**src/rtl/acia_fifo.sv**
```systemverilog
// MC6850-style serial port with programmable baud divisor, TX/RX FIFOs and 8N1 engines.
// Optional internal loopback (control bit 4) is built only when ACIA_FIFO_LOOPBACK_EN is defined.

module acia_fifo_buf #(
   parameter int AW = 4
) (
   input  logic          clk,
   input  logic          rst_n,
   input  logic          flush,
   input  logic          push,
   input  logic [7:0]    wdata,
   input  logic          pop,
   output logic [7:0]    rdata,
   output logic [AW:0]   count
);
   localparam logic [AW:0]   DEPTH    = (AW+1)'(2**AW);
   localparam logic [AW:0]   CNT_ONE  = (AW+1)'(1);
   localparam logic [AW:0]   CNT_ZERO = (AW+1)'(0);
   localparam logic [AW-1:0] PTR_ONE  = AW'(1);

   logic [7:0]    mem_r [2**AW];
   logic [AW-1:0] wr_ptr_r, rd_ptr_r;
   logic [AW:0]   count_r;
   logic          push_ok_s, pop_ok_s;

   // A push into a full buffer is accepted only when a pop frees a slot in the same cycle
   assign push_ok_s = push && ((count_r != DEPTH) || pop);
   assign pop_ok_s  = pop && (count_r != CNT_ZERO);
   assign rdata     = mem_r[rd_ptr_r];
   assign count     = count_r;

   // storage array
   always_ff @(posedge clk) begin
      if (push_ok_s && !flush) begin
         mem_r[wr_ptr_r] <= wdata;
      end
   end

   // pointers and occupancy
   always_ff @(posedge clk) begin
      if (!rst_n || flush) begin
         wr_ptr_r <= '0;
         rd_ptr_r <= '0;
         count_r  <= CNT_ZERO;
      end else begin
         if (push_ok_s) wr_ptr_r <= wr_ptr_r + PTR_ONE;
         if (pop_ok_s)  rd_ptr_r <= rd_ptr_r + PTR_ONE;
         case ({push_ok_s, pop_ok_s})
            2'b10:   count_r <= count_r + CNT_ONE;
            2'b01:   count_r <= count_r - CNT_ONE;
            default: count_r <= count_r;
         endcase
      end
   end
endmodule

module acia_fifo #(
   parameter int CLK_FREQ = 30650000,
   parameter int DEF_BAUD = 115200,
   parameter int DIVW     = 16,
   parameter int FIFO_AW  = 4
) (
   input  logic       clk,
   input  logic       rst_n,
   input  logic       cs,
   input  logic       we,
   input  logic [1:0] addr,
   input  logic [7:0] din,
   output logic [7:0] dout,
   input  logic       rx,
   output logic       tx,
   output logic       irq
);
   localparam logic [DIVW-1:0]  RST_DIV = DIVW'(CLK_FREQ / DEF_BAUD);
   localparam logic [DIVW-1:0]  MIN_DIV = DIVW'(8);
   localparam logic [DIVW-1:0]  ONE_D   = DIVW'(1);
   localparam logic [DIVW-1:0]  ZERO_D  = DIVW'(0);
   localparam logic [FIFO_AW:0] DEPTH   = (FIFO_AW+1)'(2**FIFO_AW);
   localparam logic [FIFO_AW:0] HALF    = (FIFO_AW+1)'(2**(FIFO_AW-1));
   localparam logic [FIFO_AW:0] EMPTY   = (FIFO_AW+1)'(0);

   typedef enum logic [1:0] {S_IDLE = 2'd0, S_START = 2'd1, S_DATA = 2'd2, S_STOP = 2'd3} state_t;

   logic rd_s, ctrl_wr_s, data_wr_s, stat_rd_s, data_rd_s, srst_s;
   logic rie_r, ovr_r, fe_r, irq_r, tx_r;
   logic [1:0] txc_r, cds_r;
   logic [DIVW-1:0] div_r, div_new_s;
   logic [15:0] div16_s, div_wide_s;
   logic [7:0] dout_r, last_rd_r, rd_mux_s;
   logic [7:0] txf_rdata, rxf_rdata;
   logic [FIFO_AW:0] txf_count, rxf_count;
   logic txf_empty_s, txf_full_s, rxf_empty_s, rxf_full_s, rx_half_s;

   assign rd_s      = cs && !we;
   assign ctrl_wr_s = cs && we && (addr == 2'd0);
   assign data_wr_s = cs && we && (addr == 2'd1);
   assign stat_rd_s = rd_s && (addr == 2'd0);
   assign data_rd_s = rd_s && (addr == 2'd1);
   // Soft reset acts at the very edge that writes CDS=11 and persists while it is held
   assign srst_s    = ctrl_wr_s ? (din[1:0] == 2'b11) : (cds_r == 2'b11);

`ifdef ACIA_FIFO_LOOPBACK_EN
   logic loop_r, tx_pin_r;
`endif

   // control register
   always_ff @(posedge clk) begin
      if (!rst_n) begin
         rie_r <= 1'b0;
         txc_r <= 2'b00;
         cds_r <= 2'b00;
`ifdef ACIA_FIFO_LOOPBACK_EN
         loop_r <= 1'b0;
`endif
      end else if (ctrl_wr_s) begin
         rie_r <= din[7];
         txc_r <= din[6:5];
         cds_r <= din[1:0];
`ifdef ACIA_FIFO_LOOPBACK_EN
         loop_r <= din[4];
`endif
      end
   end

   assign div16_s = 16'(div_r);

   // byte-wise divisor update with the minimum bit period enforced
   always_comb begin
      div_wide_s = div16_s;
      if (cs && we && addr == 2'd2) begin
         div_wide_s[7:0] = din;
      end else if (cs && we && addr == 2'd3) begin
         div_wide_s[15:8] = din;
      end else begin
         div_wide_s = div16_s;
      end
      div_new_s = DIVW'(div_wide_s);
      if (div_new_s < MIN_DIV) begin
         div_new_s = MIN_DIV;
      end else begin
         div_new_s = DIVW'(div_wide_s);
      end
   end

   // divisor register
   always_ff @(posedge clk) begin
      if (!rst_n) div_r <= RST_DIV;
      else        div_r <= div_new_s;
   end

   // ---------------- TX engine ----------------
   state_t tx_state_r, tx_next_s;
   logic [DIVW-1:0] tx_cnt_r, tx_bdiv_r;
   logic [7:0] tx_sh_r;
   logic [2:0] tx_bit_r;
   logic tx_tick_s, tx_pop_s, tx_bit_s;

   assign tx_tick_s = (tx_cnt_r == ZERO_D);

   // TX next state
   always_comb begin
      tx_next_s = tx_state_r;
      case (tx_state_r)
         S_IDLE:  tx_next_s = txf_empty_s ? S_IDLE : S_START;
         S_START: tx_next_s = tx_tick_s ? S_DATA : S_START;
         S_DATA:  tx_next_s = (tx_tick_s && tx_bit_r == 3'd7) ? S_STOP : S_DATA;
         S_STOP:  tx_next_s = !tx_tick_s ? S_STOP : (txf_empty_s ? S_IDLE : S_START);
         default: tx_next_s = S_IDLE;
      endcase
   end

   // TX outputs: FIFO pop at frame start and the line level for the current state
   always_comb begin
      tx_pop_s = 1'b0;
      tx_bit_s = 1'b1;
      case (tx_state_r)
         S_IDLE:  tx_pop_s = !txf_empty_s;
         S_START: tx_bit_s = 1'b0;
         S_DATA:  tx_bit_s = tx_sh_r[0];
         S_STOP:  tx_pop_s = tx_tick_s && !txf_empty_s;
         default: tx_bit_s = 1'b1;
      endcase
   end

   // TX state register and datapath
   always_ff @(posedge clk) begin
      if (!rst_n || srst_s) begin
         tx_state_r <= S_IDLE;
         tx_cnt_r   <= ZERO_D;
         tx_bdiv_r  <= MIN_DIV;
         tx_sh_r    <= 8'h00;
         tx_bit_r   <= 3'd0;
         tx_r       <= 1'b1;
      end else begin
         tx_state_r <= tx_next_s;
         tx_r       <= tx_bit_s;
         if (tx_pop_s) begin
            tx_bdiv_r <= div_r;
            tx_cnt_r  <= div_r - ONE_D;
            tx_sh_r   <= txf_rdata;
         end else if (tx_state_r != S_IDLE) begin
            if (tx_tick_s) begin
               tx_cnt_r <= tx_bdiv_r - ONE_D;
               if (tx_state_r == S_START) tx_bit_r <= 3'd0;
               if (tx_state_r == S_DATA) begin
                  tx_sh_r  <= {1'b0, tx_sh_r[7:1]};
                  tx_bit_r <= tx_bit_r + 3'd1;
               end
            end else begin
               tx_cnt_r <= tx_cnt_r - ONE_D;
            end
         end
      end
   end

   // ---------------- RX engine ----------------
   state_t rx_state_r, rx_next_s;
   logic [DIVW-1:0] rx_cnt_r, rx_bdiv_r;
   logic [7:0] rx_sh_r;
   logic [2:0] rx_bit_r;
   logic rx_s1_r, rx_s2_r, rx_prev_r, rx_line_s;
   logic rx_tick_s, rx_fall_s, rx_push_s, rx_fe_s, rx_ovr_s, rx_pop_s;

`ifdef ACIA_FIFO_LOOPBACK_EN
   assign rx_line_s = loop_r ? tx_r : rx_s2_r;
   assign tx        = tx_pin_r;

   // tx pin is parked high while looped back
   always_ff @(posedge clk) begin
      if (!rst_n || srst_s) tx_pin_r <= 1'b1;
      else                  tx_pin_r <= tx_bit_s | loop_r;
   end
`else
   assign rx_line_s = rx_s2_r;
   assign tx        = tx_r;
`endif

   assign rx_tick_s = (rx_cnt_r == ZERO_D);
   assign rx_fall_s = rx_prev_r && !rx_line_s;
   assign rx_pop_s  = data_rd_s && !rxf_empty_s;

   // input synchronizer and edge history
   always_ff @(posedge clk) begin
      if (!rst_n) begin
         rx_s1_r   <= 1'b1;
         rx_s2_r   <= 1'b1;
         rx_prev_r <= 1'b1;
      end else begin
         rx_s1_r   <= rx;
         rx_s2_r   <= rx_s1_r;
         rx_prev_r <= rx_line_s;
      end
   end

   // RX next state; a start bit that is high again at mid-bit is treated as a glitch
   always_comb begin
      rx_next_s = rx_state_r;
      case (rx_state_r)
         S_IDLE:  rx_next_s = rx_fall_s ? S_START : S_IDLE;
         S_START: rx_next_s = !rx_tick_s ? S_START : (rx_line_s ? S_IDLE : S_DATA);
         S_DATA:  rx_next_s = (rx_tick_s && rx_bit_r == 3'd7) ? S_STOP : S_DATA;
         S_STOP:  rx_next_s = rx_tick_s ? S_IDLE : S_STOP;
         default: rx_next_s = S_IDLE;
      endcase
   end

   // RX outputs at the mid-stop sample
   always_comb begin
      rx_push_s = 1'b0;
      rx_fe_s   = 1'b0;
      if (rx_state_r == S_STOP && rx_tick_s) begin
         rx_push_s = rx_line_s;
         rx_fe_s   = !rx_line_s;
      end else begin
         rx_push_s = 1'b0;
         rx_fe_s   = 1'b0;
      end
      rx_ovr_s = rx_push_s && rxf_full_s && !rx_pop_s;
   end

   // RX state register and datapath
   always_ff @(posedge clk) begin
      if (!rst_n || srst_s) begin
         rx_state_r <= S_IDLE;
         rx_cnt_r   <= ZERO_D;
         rx_bdiv_r  <= MIN_DIV;
         rx_sh_r    <= 8'h00;
         rx_bit_r   <= 3'd0;
      end else begin
         rx_state_r <= rx_next_s;
         if (rx_state_r == S_IDLE) begin
            if (rx_fall_s) begin
               rx_bdiv_r <= div_r;
               rx_cnt_r  <= (div_r >> 1) - ONE_D;
            end
         end else if (rx_tick_s) begin
            rx_cnt_r <= rx_bdiv_r - ONE_D;
            if (rx_state_r == S_START) rx_bit_r <= 3'd0;
            if (rx_state_r == S_DATA) begin
               rx_sh_r  <= {rx_line_s, rx_sh_r[7:1]};
               rx_bit_r <= rx_bit_r + 3'd1;
            end
         end else begin
            rx_cnt_r <= rx_cnt_r - ONE_D;
         end
      end
   end

   // ---------------- FIFOs, flags, bus ----------------
   acia_fifo_buf #(.AW(FIFO_AW)) u_txf (
      .clk(clk), .rst_n(rst_n), .flush(srst_s), .push(data_wr_s), .wdata(din),
      .pop(tx_pop_s), .rdata(txf_rdata), .count(txf_count)
   );

   acia_fifo_buf #(.AW(FIFO_AW)) u_rxf (
      .clk(clk), .rst_n(rst_n), .flush(srst_s), .push(rx_push_s), .wdata(rx_sh_r),
      .pop(rx_pop_s), .rdata(rxf_rdata), .count(rxf_count)
   );

   assign txf_empty_s = (txf_count == EMPTY);
   assign txf_full_s  = (txf_count == DEPTH);
   assign rxf_empty_s = (rxf_count == EMPTY);
   assign rxf_full_s  = (rxf_count == DEPTH);
   assign rx_half_s   = (rxf_count >= HALF);

   // error flags: a set in the same cycle as the status read wins over the clear
   always_ff @(posedge clk) begin
      if (!rst_n || srst_s) begin
         ovr_r <= 1'b0;
         fe_r  <= 1'b0;
      end else begin
         if (rx_ovr_s)       ovr_r <= 1'b1;
         else if (stat_rd_s) ovr_r <= 1'b0;
         if (rx_fe_s)        fe_r  <= 1'b1;
         else if (stat_rd_s) fe_r  <= 1'b0;
      end
   end

   // read data select
   always_comb begin
      rd_mux_s = 8'h00;
      case (addr)
         2'd0:    rd_mux_s = {irq_r, txf_full_s, ovr_r, fe_r, rx_half_s, 1'b0, !txf_full_s, !rxf_empty_s};
         2'd1:    rd_mux_s = rxf_empty_s ? last_rd_r : rxf_rdata;
         2'd2:    rd_mux_s = div16_s[7:0];
         2'd3:    rd_mux_s = div16_s[15:8];
         default: rd_mux_s = 8'h00;
      endcase
   end

   // bus read data, last returned RX byte and interrupt
   always_ff @(posedge clk) begin
      if (!rst_n) begin
         dout_r    <= 8'h00;
         last_rd_r <= 8'h00;
         irq_r     <= 1'b0;
      end else begin
         if (rd_s)     dout_r    <= rd_mux_s;
         if (rx_pop_s) last_rd_r <= rxf_rdata;
         irq_r <= (rie_r && !rxf_empty_s) ||
                  (txc_r == 2'b01 && txf_empty_s && tx_state_r == S_IDLE);
      end
   end

   assign dout = dout_r;
   assign irq  = irq_r;
endmodule

```
**config.mk**
```make
export PLATFORM = sky130hd
export DESIGN_NAME = acia_fifo
export DESIGN_NICKNAME = d
export VERILOG_FILES = /design/src/rtl/acia_fifo.sv
export SDC_FILE = /design/constraint.sdc
export NUM_CORES = 1
export LEC_CHECK = 0
export BUFFER_PORTS_ARGS = -buffer_cell sky130_fd_sc_hd__buf_2
export CORE_ASPECT_RATIO = 1.4
export CORE_MARGIN = 5
export CORE_UTILIZATION = 40
export DETAILED_ROUTE_END_ITERATION = 8
export SYNTH_ARGS = -nofsm -noshare
export SYNTH_HDL_FRONTEND = slang
export SYNTH_SLANG_ARGS = --single-unit
```
**constraint.sdc**
```tcl
create_clock -name clk -period 7.8 [get_ports clk]
set_clock_uncertainty 0.15 [all_clocks]
set_input_delay 1.56 -clock clk [delete_from_list [all_inputs] [get_ports clk]]
set_output_delay 1.56 -clock clk [all_outputs]
set_load 0.03 [all_outputs]
```
# [Yosys cells after proc, flatten, opt, wreduce, memory -nomap -nowiden]
# Memories as Yosys holds them, arrays and structs flattened. A register that Yosys moved wholly into a read port is not among the register bits.
# Index checks and enable logic that the tools add are counted.
[op_classes] add_sub_neg=16 order_cmp=2 n_eq_ne=23 n_mux=49 bitwise_logic=3 reduce_logical=62
[ops] cell="$mux W16" count=6
[ops] cell="$sub A16 B1 Y16 const B" count=5
[ops] cell="$mux W8" count=8
[ops] cell="$logic_not A16 Y1" count=2
[ops] cell="$pmux W8 S4" count=1
[ops] cell="$logic_and A1 B1 Y1" count=25
[ops] cell="$eq A2 B2 Y1 const B" count=10
[ops] cell="$pmux W5 S2" count=2
[ops] cell="$reduce_bool A2 Y1" count=10
[ops] cell="$add A4 B1 Y4 const B" count=4
[ops] cell="$lt A16 B4 Y1 const B" count=1
[ops] cell="$mux W4" count=4
[ops] cell="$pmux W2 S4" count=2
[ops] cell="$sub A15 B1 Y16 const B" count=1
[ops] cell="$mux W1" count=14
[ops] cell="$eq A2 B1 Y1 const B" count=6
[ops] cell="$mux W3" count=4
[ops] cell="$add A5 B1 Y5 const B" count=2
[ops] cell="$eq A5 B5 Y1 const B" count=2
[ops] cell="$logic_not A5 Y1" count=2
[ops] cell="$mux W2" count=5
[ops] cell="$ne A5 B5 Y1 const B" count=2
[ops] cell="$reduce_bool A5 Y1" count=2
[ops] cell="$sub A5 B1 Y5 const B" count=2
[ops] cell="other kinds (14)" count=33
[totals] ff_bits=160 mem_bits_rw=256 input_bits=15 out_inout_bits=10 wordCells=187 memories=2
[mem_list] memory="u_rxf.mem_r" words=16 word_bits=8 rd=1 rd_ports_with_merged_regs=1 wr=1 line="21" source="logic [7:0] mem_r [2**AW];"
[mem_list] memory="u_txf.mem_r" words=16 word_bits=8 rd=1 rd_ports_with_merged_regs=1 wr=1 line="21"

# [Longest topological paths before layout]
# Gate-level depths: netlist (run 1).
[logic_depth] depth_word=9 mapped_depth=18

# [Hierarchy]
# From an unflattened synthesis (run 1), not the netlist that was laid out.
[unflattened] cells_unflattened=1516 area_unflattened_um2=18700.4
[modules_own_cells] mod="acia_fifo_buf" instances=2 cells_each=316 area_per_inst_um2=5836.8 seq_area_each_um2=4184.0
[modules_own_cells] mod="acia_fifo" instances=1 cells_each=884 area_per_inst_um2=7026.7 seq_area_each_um2=2682.6

# [Worst setup path before layout (run 1)]
# OpenSTA, ideal clock, no wires.
[synth_path] kind="input-to-reg" from="input port addr[1]" to="register u_rxf.count_r[4], in the netlist u_rxf.count[4]" arrival_ns=4.289 slack_ns=3.290 cell_stages=15 n_path_buf=3 path_cell_list="clkbuf_1 -> nor2b_1 -> nand3_1 -> clkbuf_1 -> inv_1 -> buf_1 -> ha_1 -> inv_1 -> fa_1 -> inv_1 -> a21o_1 -> a21oi_1 -> xnor2_1 -> or3_1 -> a21oi_1"
[synth_lines] element="from (decl)" line="67" source="input logic [1:0] addr,"
[synth_lines] element="$eq A2 B1 Y1 (*)" line="98" source="assign data_rd_s = rd_s && (addr == 2'd1);"
[synth_lines] element="$logic_and A1 B1 Y1 (*)" line="98"
[synth_lines] element="$logic_and A1 B1 Y1 (*)" line="240" source="assign rx_pop_s = data_rd_s && !rxf_empty_s;"
[synth_lines] element="$logic_and A1 B1 Y1 (*)" line="28" source="assign pop_ok_s = pop && (count_r != CNT_ZERO);"
[synth_lines] element="named net u_rxf.pop_ok_s" line="24" source="logic push_ok_s, pop_ok_s;"
[synth_lines] element="$eq A2 B1 Y1 / $eq A2 B2 Y1 (equally long branches)" line="48" source="case ({push_ok_s, pop_ok_s})"
[synth_lines] element="$pmux W5 S2 / $reduce_bool A2 Y1 (equally long branches)"
[synth_lines] element="to (signal assigned)" line="49" source="2'b10: count_r <= count_r + CNT_ONE;"
[synth_lines] element="to (signal assigned)" line="50" source="2'b01: count_r <= count_r - CNT_ONE;"
[synth_lines] element="to (signal assigned)" line="51" source="default: count_r <= count_r;"
[synth_lines] element="to (decl)" line="23" source="logic [AW:0] count_r;"
# Mark *: on every way through the listed nets, which the timed path passes. The rest lies on a longest branch.
# A chain may end at the register's enable or synchronous reset.

# [Worst setup path in the final report (run 1)]
[layout_path] from="input port addr[0]" to="register u_rxf.count_r[4], in the netlist u_rxf.count[4]"
[layout_via] elab_chain_len=7
[layout_lines] element="$eq A2 B1 Y1" line="98"
[layout_lines] element="$logic_and A1 B1 Y1" line="98"
[layout_lines] element="$logic_and A1 B1 Y1" line="240"
[layout_lines] element="$logic_or A1 B1 Y1" line="27" source="assign push_ok_s = push && ((count_r != DEPTH) || pop);"
[layout_lines] element="$logic_and A1 B1 Y1" line="27"
[layout_lines] element="$eq A2 B1 Y1 / $eq A2 B2 Y1 (equally long branches)" line="48"
[layout_lines] element="$pmux W5 S2 / $reduce_bool A2 Y1 (equally long branches)"
# Parallel ways exist; a longest one is shown, timed or not.

==> flow_summary.toml, run 1 <==
[clock_network]
htree_levels = 2
cts_resized = 0
cts_buffers = 41
cts_buffer_depth = 3
postCtsSetupBuffers = 0
cts_tree = "built"
clk_latency_ps = 550
postCtsHoldBufs = 0
clk_pin_slew_ps = 60
cts.sinks = 424
cts_root_buf = "clkbuf_16"

[synth]
synthMostInstantiatedCell = "edfxtp_1"
synth-seq-cells = 424
yosys.area.top_type = "edfxtp_1"
synthArstFlopShare_pct = 0
synth.cell_area_sq_um = 18300
synth_cells = 1492
synthFlopType = "edfxtp_1"
yosysWarnings = 0
synth_top_area_share_pct = 42.1
syn_avg_cell_area_sq_um = 12.2
yosys-top-cells-count = "256 x edfxtp_1, 209 x nand2_1, 168 x dfxtp_1"
synth-edff-count = 256
synthTopCellsByArea = "edfxtp_1 42%, dfxtp_1 18%, mux4_2 9.9%"
syn-num-nets = 1541
synth.distinct_cells = 71
synth-seq-area-share_pct = 60.5

[hold_path]
hold_path.class = "reg -> reg"

[setup_path]
rr_worst_depth = 15
worst_ep_arrival_time_ps = 4900
worstSetupPathType = "in -> reg"
r2r_start = "tx_cnt_r[7]$_SDFFE_PP0P_"
start_kind = "input port"
crit_slowest_cell = "inv_1"
critPathMaxFanout = 23
slowest_delay_ps = 480
startpoint = "addr[0]"
timing.rr.end = "u_txf.count[4]$_SDFFE_PP0P_"
crit_top_cell = "inv_1"
endpoint_kind = "flop"
rrSetupSlack_ps = 3540
crit_required_ps = 8120
endpoint = "u_rxf.count[4]$_SDFFE_PP0P_"
cp_cell_sequence = "buf_2 > nor2b_1 > nand3_1 > inv_1 > ha_1 > inv_1 > fa_1 > inv_1 > a21o_1 > a21oi_1 > xnor2_1 > or3_1 > a21oi_1"

[global_routing]
grt_pass1_vias = 11500
antenna_found_initial = 0
grt_pass1_wl_um = 66600
grt_usage_pct = 16.9
grt_overflow = 0
grt_max_degree = 58

[power_and_ir_drop]
leakagePower_nw = 6.78
p_total_mw = 5.75
power_per_cell_area_nw_per_um2 = 284
ir_worst_vdd_mv = 0.218

[cells_and_area]
finalNetCount = 1533
drive_gt1_share_pct = 13.9
area_growth_pct = 10.7
final_cells = 2128
stdcell_area_sq_um = 20200
utilization_pct = 44.8

[floorplan]
num_rows = 92
die_h_um = 263
die_area_sq_um = 50100
die_w_um = 191
core_area_sq_um = 45100
start_util_pct = 40.5
ioPinCount = 25

[sta]
final-setup-viol-count = 0
fin_ws_ps = 3220
finalSetupTns_ps = 0
rsz0062_at_grt = "no"
finalCritPeriodShare_pct = 58.8
slew_headroom_pct = 16.2
period_minus_slack_ps = 4580
holdWs_ps = 262
timing.fmax_ghz = 0.218
hold_viol_final = 0
drv_slew = 0
tightest_slew_ps = 1250

[placed_design]
dp_hpwl_um = 28500
pre_cts_ws_ps = 2680
numPortBuffers = 24
placed_area_sq_um = 18900
dp.cells = 2052
routabilityCongestion = 0.875

[run_status]
status = "complete, no violations"

[detailed_routing]
wl_per_cell_um = 20.2
drc_errors = 0
num_vias = 11600
drt_iter0_drc = 854
dr.pass1.iters = 5
via_per_inst = 5.47
wirelength_um = 43000
ant_nets = 0

[flow_run]
cap_viol_max_count = 0
## critical path, delay by kind of cell
kind | cells | cell delay (ps)
AOI/OAI and AO/OA | 3 | 300
xor gates and xnor gates | 1 | 140
adders and majority gates | 2 | 700
buffers and inverters | 4 | 1020
and+or+nand+nor | 3 | 1170
## kinds of logic after synthesis
family | synth area share [%]
AOI/OAI and AO/OA | 9.03
and+or+nand+nor | 12.2
DFF | 60.5
xor gates and xnor gates | 2.25
buffers and inverters | 2.49
muxes | 11.2
adders and majority gates | 2.37
## state kept, by name (all words and copies together) (netlist names), 5 cells and up, named ones only
name and count:
u_txf.count 5, tx_bdiv_r 16, u_rxf.count 5, tx_cnt_r 16, u_rxf.mem_r 128, tx_sh_r 8, rx_bdiv_r 16, div16_s 14
rx_sh_r 8, dout 8, last_rd_r 8, rx_cnt_r 16, u_txf.mem_r 128
## how the worst min path moves through the flow
stage                       start              endpoint  slack [ps]  depth (start not counted)
2_1_floorplan  rx_s1_r$_SDFF_PN1_  rx_line_s$_SDFF_PN1_         240                          1
3_3_place_gp   rx_s1_r$_SDFF_PN1_  rx_line_s$_SDFF_PN1_         240                          1
3_5_place_dp   rx_s1_r$_SDFF_PN1_  rx_line_s$_SDFF_PN1_         250                          1
4_1_cts        rx_s1_r$_SDFF_PN1_  rx_line_s$_SDFF_PN1_         260                          1
5_1_grt        rx_s1_r$_SDFF_PN1_  rx_line_s$_SDFF_PN1_         280                          1
6_report       rx_s1_r$_SDFF_PN1_  rx_line_s$_SDFF_PN1_         260                          1
## layer usage
metal  up-vias  routed length (um)  global-route usage, %
met1      5780               17500                   21.2
met3        79                1880                   2.60
li1       5500                   -                      -
met5         -                   0                      0
met2       286               22100                   29.3
met4         0                1440                   6.25
## cell usage in the layout, fill, tap and decap left out, drive strengths merged, types with 4 or more instances in the layout
| cell type | count |
|---|---|
| nand2b | 13 |
| nor2 | 132 |
| o21a | 5 |
| mux2i | 19 |
| buf | 38 |
| a31oi | 13 |
| o31ai | 4 |
| mux4 | 80 |
| dfxtp | 168 |
| clkbuf | 62 |
| inv | 25 |
| or3 | 10 |
| and2 | 5 |
| a21oi | 157 |
| xor2 | 27 |
| o21ai | 50 |
| nor4 | 12 |
| nor2b | 9 |
| edfxtp | 256 |
| ha | 33 |
| nor3 | 28 |
| mux2 | 4 |
| nor3b | 5 |
| and3 | 7 |
| xnor2 | 20 |
| o221ai | 4 |
| a211oi | 17 |
| clkinvlp | 4 |
| o311ai | 4 |
| or4 | 5 |
| or2 | 4 |
| nand3b | 5 |
| nand2 | 212 |
| a22oi | 4 |
| nand3 | 27 |
| clkinv | 5 |
| nand4 | 12 |
## area by class of cell
class / count / area, sq um
Sequential cell: 424 / 11100
Timing Repair Buffer: 38 / 225
Tap cell: 611 / 764
Antenna cell: 1 / 2.50
Fill cell: 4111 / 24900
Multi-Input combinational cell: 956 / 6780
Inverter: 23 / 86.3
Clock inverter: 13 / 121
Clock buffer: 62 / 1200
## power by group
part           switching, mW  internal [mW]  leakage (nW)
sequential            0.0741           2.44          3.97
combinational          0.814          0.454          2.18
clock                  0.839           1.13         0.633
Note: power is estimated with default switching activity, not from simulation.
==> run 2: changes to the inputs <==
Settings changed: ABC_AREA set to 1.
Clock period 7.8 ns to 4.42 ns, I/O delays scaled along.
==> run 2 against run 1 <==
Effect of this change:
- clock power rose by 89%
- die area is 3.0% higher
- core utilization shrank 0.23 points
- non-clock buffer count is 3 higher
- sequential cell count did not move
- final area grew 3.2%
- critical path type is now reg -> reg
- critical endpoint is now u_txf.count[4]$_SDFFE_PP0P_
- largest cell class unchanged
- largest power group unchanged
==> flow_summary.toml, run 2 <==
[cells_and_area]
fillCellCount = 4568
area_growth_pct = 10.8
largestRegisters = "u_rxf.mem_r x128, u_txf.mem_r x128"
layout_commonest_cell = "nand2_1"
stdcell_area_sq_um = 20900
final_cells = 2635
layout_common_cells = "287 x nand2_1, 256 x edfxtp_1, 236 x nor2_1, 191 x o21ai_0, 181 x inv_1"
drive_gt1_share_pct = 8.66
finalNetCount = 2028

[setup_path]
worst_ep_arrival_time_ps = 3920
r2r_start = "tx_state_r[0]$_SDFF_PP0_"
endpoint_kind = "flop"
worstSetupPathType = "reg -> reg"
start_kind = "flop"
rrSetupSlack_ps = 770
startpoint = "tx_state_r[0]$_SDFF_PP0_"
critPathMaxFanout = 37
crit_required_ps = 4700

[detailed_routing]
via_per_inst = 5.23
drc_errors = 0
wl_per_cell_um = 17.9
drt_iter0_drc = 965
dr.pass1.iters = 7
num_vias = 13800
ant_nets = 0
wirelength_um = 47100

[sta]
rsz0062_at_grt = "no"
finalCritPeriodShare_pct = 82.5
slew_headroom_pct = 20.4
holdWs_ps = 284
finalSetupTns_ps = 0
final-setup-viol-count = 0
period_minus_slack_ps = 3650
hold_viol_final = 0
tightest_slew_ps = 1190
drv_slew = 0
timing.fmax_ghz = 0.274

[global_routing]
grt_max_degree = 97
grt_pass1_wl_um = 74700
antenna_found_initial = 1
grt_overflow = 0
grt_pass1_vias = 13600
grt_usage_pct = 17.8

[clock_network]
cts_buffers = 40
clk_latency_ps = 550
cts_buffer_depth = 3
postCtsSetupBuffers = 0
htree_levels = 2
clk_pin_slew_ps = 60
cts_root_buf = "clkbuf_16"
cts_tree = "built"
cts_resized = 0
postCtsHoldBufs = 0
cts.sinks = 424

[power_and_ir_drop]
p_total_mw = 10.8
p_clk_share_pct = 34.3
leakagePower_nw = 8.08
p_comb_share_pct = 23.2
power_per_cell_area_nw_per_um2 = 518
ir_worst_vdd_mv = 0.387
p_seq_share_pct = 42.5
p_sw_mw = 3.44
switching_share_pct = 31.8
p_int_mw = 7.38

[synth]
synth_cells = 1984
synth.cell_area_sq_um = 18800
yosys-top-cells-count = "287 x nand2_1, 256 x edfxtp_1, 236 x nor2_1"
synth-seq-area-share_pct = 58.6
synth.distinct_cells = 48
synthMostInstantiatedCell = "nand2_1"
synthArstFlopShare_pct = 0
yosys.area.top_type = "edfxtp_1"
synth_top_area_share_pct = 40.8
syn-num-nets = 2033
synth-edff-count = 256
synthFlopType = "edfxtp_1"
synth-seq-cells = 424
yosysWarnings = 0
syn_avg_cell_area_sq_um = 9.50
synthTopCellsByArea = "edfxtp_1 41%, dfxtp_1 18%, nand2_1 5.7%"

[placed_design]
dp.cells = 2561
dp_hpwl_um = 31500
numPortBuffers = 24
routabilityCongestion = 0.862
placed_area_sq_um = 19500

[run_status]
status = "complete, no violations"

[floorplan]
ioPinCount = 25
die_w_um = 193
num_rows = 94
core_area_sq_um = 46800
start_util_pct = 40.3
die_area_sq_um = 51600
die_h_um = 267

[hold_path]
hold_path.class = "reg -> reg"
worstHoldStart = "rx_s1_r$_SDFF_PN1_"

[flow_run]
cap_viol_max_count = 0
==> run 2: changes by cell type in the layout (fill, tap and decap cells not counted), sizes merged, moves of 12 or more <==
cell / change
mux4: -80
inv: +169
o211ai: +60
mux2i: +17
nand2: +84
o21ai: +161
clkbuf: -13
xor2: -18
nand3: +108
xnor2: -18
nor2: +133
nor3: -14
nand2b: -13
a211oi: -12
==> run 2: path summary, 6_finish.rpt <==
check,end,cells past startpoint
max,u_txf.count[4]$_SDFFE_PP0P_,21
min,rx_line_s$_SDFF_PN1_,1
max reg2reg,u_txf.count[4]$_SDFFE_PP0P_,21
min reg2reg,rx_line_s$_SDFF_PN1_,1
==> run 2: cells by family after synthesis <==
| logic type | synth area share (%) |
|---|---|
| xor+xnor | 0.511 |
| flops | 58.6 |
| buf+inv | 6.13 |
| simple gates | 16.8 |
| mux | 1.97 |
| fa+ha+maj | 2.30 |
| compound gates | 13.7 |
==> run 2: cell type report <==
class | instances | area [sq um] | area share (%)
antenna | 1 | 2.50 | 0.0120
clock buffer | 49 | 1080 | 5.15
clock inverter | 24 | 332 | 1.59
inverter | 195 | 734 | 3.52
multi-input combinational | 1277 | 6640 | 31.8
sequential | 424 | 11100 | 52.9
tap | 624 | 781 | 3.74
timing repair buffer | 41 | 260 | 1.25
==> run 2: layer usage <==
layer | global-route usage (%) | part of all wire, % | up-vias
met3 | 1.96 | 3.7 | 97
met5 | 0 | 0 | -
met2 | 32.4 | 51 | 331
met4 | 6.91 | 3.6 | 0
met1 | 21.6 | 41 | 6585
li1 | - | - | 6770
==> run 2: stage by stage <==
step	utilization, %	worst slack [ps]
global route	44.6	427
detailed placement	41.6	766
global placement	41.6	807
floorplan	-	1270
finish	44.6	772
CTS	44.6	775
==> run 2: power groups by stage <==
stage	logic, mW	clock network, mW	registers [mW]
global route	2.85	3.94	4.63
finish	2.51	3.72	4.60
floorplan	2.08	0	4.52
detailed placement	2.50	0	4.68
CTS	2.52	3.78	4.60
global placement	2.47	0	4.67
==> run 2: critical path, cell delays in order, from the launching register on <==
cell	delay (ps)
dfxtp_1	380
inv_1	100
ha_1	290
inv_1	70
nand2_1	60
inv_2	230
nand2_4	290
nand2_1	160
nand3_1	260
ha_1	360
xor2_1	170
ha_1	180
inv_1	50
nand2_1	70
nand2_1	80
nand2_1	50
a21oi_1	110
inv_1	60
o21ai_0	140
a21oi_1	80
o21ai_1	120
a21oi_1	50
